--- config.mk ---
export PLATFORM = sky130hd
export DESIGN_NAME = ik_swift_iter_ctrl
export DESIGN_NICKNAME = d
export VERILOG_FILES = /design/src/rtl/ik_swift_pkg.sv /design/src/rtl/ik_swift_delta_chk.sv /design/src/rtl/ik_swift_iter_ctrl.sv
export SDC_FILE = /design/constraint.sdc
export NUM_CORES = 1
export LEC_CHECK = 0
export CAP_MARGIN = 25
export CORE_AREA = 2 2 440 442
export DETAILED_ROUTE_END_ITERATION = 8
export DIE_AREA = 0 0 442 444
export HOLD_SLACK_MARGIN = 0.12
export PLACE_DENSITY = 0.41
export RECOVER_POWER = 100
export REMOVE_ABC_BUFFERS = 1
export SLEW_MARGIN = 40
export SYNTH_ARGS = -nofsm -noshare
export SYNTH_HDL_FRONTEND = slang
export SYNTH_SLANG_ARGS = --single-unit
--- constraint.sdc ---
create_clock -name clk -period 6.26 [get_ports clk]
set_input_delay 0.626 -clock clk [delete_from_list [all_inputs] [get_ports clk]]
set_output_delay 0.626 -clock clk [all_outputs]
set_load 0.03 [all_outputs]
--- src/rtl/ik_swift_pkg.sv ---
// ik_swift_pkg: shared FSM states, default sizes and word type for the IK iteration controller
package ik_swift_pkg;
  localparam int NJ_D = 6;
  localparam int W_D = 36;
  localparam int IW_D = 8;
  typedef enum logic [2:0] {S_IDLE, S_CLR, S_RUN, S_EVAL, S_FIN} state_t;
  typedef logic signed [W_D-1:0] word_t;
endpackage

--- src/rtl/ik_swift_delta_chk.sv ---
// ik_swift_delta_chk: saturating |delta| <= tol check across all joints
module ik_swift_delta_chk #(
  parameter int NJ = 6,
  parameter int W = 36
) (
  input  logic [NJ*W-1:0] delta,
  input  logic [W-1:0]    tol,
  output logic            within_tol
);
  logic [NJ-1:0] ok;
  for (genvar j = 0; j < NJ; j++) begin : g_j
    logic [W-1:0] x, a;
    assign x = delta[j*W +: W];
    // most-negative value has no positive twin, so clamp it to the largest positive
    assign a = !x[W-1] ? x : (x[W-2:0] == '0 ? {1'b0, {(W-1){1'b1}}} : -x);
    assign ok[j] = a <= tol;
  end
  assign within_tol = &ok;
endmodule

--- src/rtl/ik_swift_iter_ctrl.sv ---
// ik_swift_iter_ctrl: IK iteration sequencer; define IK_SWIFT_WATCHDOG_EN for a per-iteration watchdog
module ik_swift_iter_ctrl
  import ik_swift_pkg::*;
#(
  parameter int NJ = NJ_D,
  parameter int W = W_D,
  parameter int IW = IW_D
`ifdef IK_SWIFT_WATCHDOG_EN
  , parameter int WDOG_CYC = 4096
`endif
) (
  input  logic            clk,
  input  logic            rst,
  input  logic            en,
  input  logic [NJ*W-1:0] dh_dyn_in,
  input  logic [W-1:0]    tolerance,
  input  logic [IW-1:0]   max_iter,
  output logic            busy,
  output logic            done,
  output logic            converged,
  output logic            timeout,
  output logic [IW-1:0]   iter_count,
  output logic [NJ*W-1:0] dh_dyn_out,
  output logic            core_rst,
  output logic            core_en,
  output logic [NJ*W-1:0] core_dh_dyn_in,
  input  logic            core_done,
  input  logic [NJ*W-1:0] core_delta,
  input  logic [NJ*W-1:0] core_dh_dyn_out
);
  state_t state_q, state_d;
  logic [NJ*W-1:0] work_q, work_d;
  logic [W-1:0] tol_q, tol_d;
  logic [IW-1:0] max_q, max_d, iter_q, iter_d;
  logic conv_q, conv_d, within_tol;
`ifdef IK_SWIFT_WATCHDOG_EN
  localparam int WCW = $clog2(WDOG_CYC) + 1;
  logic [WCW-1:0] wd_q, wd_d;
  logic tmo_q, tmo_d;
  assign timeout = tmo_q;
`else
  assign timeout = 1'b0;
`endif
  ik_swift_delta_chk #(.NJ(NJ), .W(W)) u_chk (
    .delta(core_delta), .tol(tol_q), .within_tol(within_tol)
  );
  always_comb begin
    state_d = state_q;
    work_d = work_q;
    tol_d = tol_q;
    max_d = max_q;
    iter_d = iter_q;
    conv_d = conv_q;
`ifdef IK_SWIFT_WATCHDOG_EN
    wd_d = wd_q;
    tmo_d = tmo_q;
`endif
    case (state_q)
      S_IDLE: if (en) begin
        work_d = dh_dyn_in;
        tol_d = tolerance;
        max_d = max_iter == '0 ? IW'(1) : max_iter;
        iter_d = '0;
        conv_d = 1'b0;
`ifdef IK_SWIFT_WATCHDOG_EN
        tmo_d = 1'b0;
`endif
        state_d = S_CLR;
      end
      S_CLR: begin
`ifdef IK_SWIFT_WATCHDOG_EN
        wd_d = '0;
`endif
        state_d = S_RUN;
      end
      S_RUN: if (core_done) state_d = S_EVAL;
`ifdef IK_SWIFT_WATCHDOG_EN
      else if (wd_q == WCW'(WDOG_CYC - 1)) begin
        tmo_d = 1'b1;
        state_d = S_FIN;
      end else wd_d = wd_q + 1'b1;
`endif
      S_EVAL: begin
        work_d = core_dh_dyn_out;
        iter_d = iter_q + 1'b1;
        conv_d = within_tol;
        state_d = (within_tol || iter_d == max_q) ? S_FIN : S_CLR;
      end
      default: state_d = S_IDLE;
    endcase
  end
  always_ff @(posedge clk) begin
    if (rst) begin
      state_q <= S_IDLE;
      work_q <= '0;
      tol_q <= '0;
      max_q <= '0;
      iter_q <= '0;
      conv_q <= 1'b0;
`ifdef IK_SWIFT_WATCHDOG_EN
      wd_q <= '0;
      tmo_q <= 1'b0;
`endif
    end else begin
      state_q <= state_d;
      work_q <= work_d;
      tol_q <= tol_d;
      max_q <= max_d;
      iter_q <= iter_d;
      conv_q <= conv_d;
`ifdef IK_SWIFT_WATCHDOG_EN
      wd_q <= wd_d;
      tmo_q <= tmo_d;
`endif
    end
  end
  assign busy = state_q inside {S_CLR, S_RUN, S_EVAL};
  assign done = state_q == S_FIN;
  assign converged = conv_q;
  assign iter_count = iter_q;
  assign dh_dyn_out = work_q;
  assign core_rst = rst || state_q == S_CLR;
  assign core_en = state_q == S_RUN;
  assign core_dh_dyn_in = work_q;
endmodule

==> summary.md <==
| Metric | Value |
|---|---|
| Total power | 0.00815 W |
| Leakage | 14.7 nW |
| RSZ-0062 raised after global routing | false |
| Status | finished, violations left |
| GRT Resource Usage Total | roughly 18% |
| Final WS setup | between 0.3 and 0.4 ns |
| # nets final | between 5000 and 6000 |
| Largest area contributor in the netlist | dfxtp_1 |
| Slew @ Worst Pin | approximately 2.6 ns |
| Predominant post-synthesis flop cell | dfxtp_1 |
| # fillers | between 20000 and 25000 |
| Combinational power share | between 40% and 50% |
| Synthesis Warnings | 0 |
| Clk Latency, worst-skew pair | 0.59 ns |
| Clk slew on worst S/H paths | about 0.05 ns |
| Share of cells above drive strength 1 | under 10% |
| Num CTS Buffers | 38 |
| Final Core Density | 19.6% |
| Pin count of the biggest net entering global routing | 153 |
| Post-synth EDFFs | 0 |
| Register area share after synthesis | between 20% and 30% |
| Peak VDD IR | 0.150 mV |
| Die Area | a little under 200000 um2 |
| Clock share of power | 27.3% |
| Power Dens Cells | ~220 nW/um2 |
| Vias | between 20000 and 30000 |
| Floorplan core area | 192000 um2 |
| Crit start category | primary input |
| Count leader, synth | nand2_1 |
| Synth unique cells | between 70 and 80 |
| Net switching power | about 0.0036 W |
| Period minus WS final | 5.87 ns |
| Min Hold Slack | approximately 0.45 ns |
| Area growth syn-to-layout | 62.2% |
| Row count | between 150 and 200 |
| Die Y | around 440 um |
| First-pass GRT wire length | around 240000 um |
| Crit Path Class | primary input to flip-flop |
| Synthesized area per cell | roughly 7.1 um2 |
| DRT antenna net count | 0 |
| Data arrival, critical path | 6.33 ns |
| Router iterations before antenna repair | 5 |
| Worst EP required | around 6.7 ns |
| Clock buffer depth | 3 |
| Net Sw Frac | between 40% and 50% |
| Capturing element type of the critical path | flip-flop |
| Final hold viol count | 0 |
| Clk root buf | clkbuf_16 |
| Post-place setup slack | -0.331 ns |
| Hold crit path type | flip-flop to flip-flop |
| GP Congestion | 0.915 |
| Top Ports | 1142 |
| Routed wire per std cell | around 27 um |
| Commonest cells in the synthesized netlist | 784 x nand2_1, 319 x nor2_1, 272 x dfxtp_1, 223 x ha_1, 217 x buf_4 |
| Cell Int Power | ~0.0046 W |
| Placed wire-length estimate | 154000 um |
| Setup Skew | around 0.028 ns |
| Max Fclk | around 170 MHz |
| H-tree levels | 2 |
| CP max FO | 12 |
| Initial antenna violation count | 54 |
| # DRC | 0 |
| TritonCTS clock tree | done |
| Initial Utilization | between 10% and 20% |
| Number of global-route vias before repair | about 27000 |
| Die Wd | 442 um |
| CTS Sinks | 272 |
| #FFs+latches synth | between 200 and 300 |
| Async SR Flop Fraction | 0% |
| Seq pwr share | between 20% and 30% |
| Routed wire length | 182000 um |
| Final Max Tran Viols | ~210 |
| Max-cap violations | 6 |
| Mapped Cells | about 3300 |
| Final setup fails | 0 |
| DR vias/cell | roughly 4.1 |
| Initial drt markers | about 1800 |
| Max transition margin | -76.2% |
| Total gr overflow | 0 |
| Mapped cell area | between 20000 and 25000 um2 |
| Top area cells in the synthesized netlist | dfxtp_1 23%, nand2_1 13%, ha_1 12%, a311oi_1 8.2%, buf_4 7.0% |
| Violated checks | capacitance limit, slew limit |
| Final Cycle Share | 93.8% |
| Number of port buffers | ~1100 |
| Area share of the largest cell type after synthesis | a little under a quarter |
-- stage by stage --
step	TNS [ns]	cell area (um2)	cells
after floorplan	-2076.77	20800	2852
after global placement	-0.728	36600	6664
after detailed placement	-0.903	36500	6664
after CTS	0	37700	6728
after global routing	0	37600	6742
final	0	37600	6747
-- cells in the final DEF (no fill, tap or decap), drive strengths merged, types with 13 or more instances in the layout --
cell type / instances
nand2: 784
or3: 37
nand4: 44
nor2: 320
buf: 136
o311ai: 13
nand3: 54
dfxtp: 272
ha: 223
o21ai: 162
a311oi: 216
xnor2: 16
or4: 28
nor3: 48
nand2b: 13
inv: 64
o21a: 21
diode: 19
o31ai: 39
a21o: 21
clkdlybuf4s50: 691
nor4: 30
o41ai: 21
a31oi: 29
clkbuf: 97
dlygate4sd3: 419
xor2: 100
a21oi: 179
-- cells by family (layout without fill, tap and decap cells) --
group,Yosys count,in the layout,synth area share [%]
adder cells (fa/ha/maj),223,223,12.0
AO/OA/AOI/OAI,751,751,22.0
buffers and inverters,473,1414,11.3
XOR/XNOR,116,116,4.38
multiplexers,5,5,0.216
AND/OR/NAND/NOR,1420,1420,26.6
flip-flops,272,272,23.5
other,1,20,0.0162
-- metal layers --
metal  wire length [um]  GRT usage [%]
met5                168              0
met4               6930           6.36
met3              12300           4.06
met2              94800           32.9
met1              68200           19.3
-- path summary, 6_finish.rpt --
check | slack (ns) | to | startpoint | cells after the start
min reg2reg | 0.45 | tol_q[2] | tol_q[2] | 2
max reg2reg | 0.72 | core_dh_dyn_in[201] | state_q[1] | 7
max | 0.39 | state_q[0] | core_delta[0] | 22
min | 0.45 | tol_q[2] | tol_q[2] | 2
-- registers in the layout, summed over array words and instances (netlist names) --
signal / flops
core_dh_dyn_in: 216
tol_q: 36
iter_count: 8
max_q: 8
state_q: 3
converged: 1
-- power by group through the flow --
stage | Clock, W | Combinational [W] | Sequential (W)
finish | 0.00223 | 0.00375 | 0.00217
global route | 0.00236 | 0.00402 | 0.00219
CTS | 0.00230 | 0.00395 | 0.00218
detailed placement | 0 | 0.00393 | 0.00221
global placement | 0 | 0.00393 | 0.00221
floorplan | 0 | 0.00118 | 0.00280
-- repair_timing --
action,4_1_cts,5_1_grt
setup endpoints to repair,0,3
buffers inserted,0,0
gates resized for setup,0,3
hold buffers,0,0
-- critical path: stages --
cell and delay, ns:
clkdlybuf4s50_1 0.44, inv_1 0.08, ha_1 0.15, or3b_1 0.36, or4b_1 0.52, or2_1 0.28, nor4_2 0.26, nand3_1 0.13
or4_4 0.50, buf_4 0.23, a21o_1 0.17, o21ai_0 0.18, ha_1 0.28, a21oi_1 0.13, o21ai_0 0.14, a2111oi_0 0.39
and3b_1 0.23, o32ai_2 0.12, buf_4 0.19, a221o_1 0.25, or3_1 0.44, a31o_2 0.23
-- final cells by class --
class	count	area (um2)	area share (%)
Tap cell	2526	3160	8.41
Sequential cell	272	5450	14.5
Multi-Input combinational cell	2516	15100	40.3
Clock buffer	57	1130	3.02
Antenna cell	19	47.5	0.127
Timing Repair Buffer	1286	12300	32.8
Clock inverter	7	68.8	0.183
Inverter	64	240	0.639
Power figures use the tool's default switching activity.
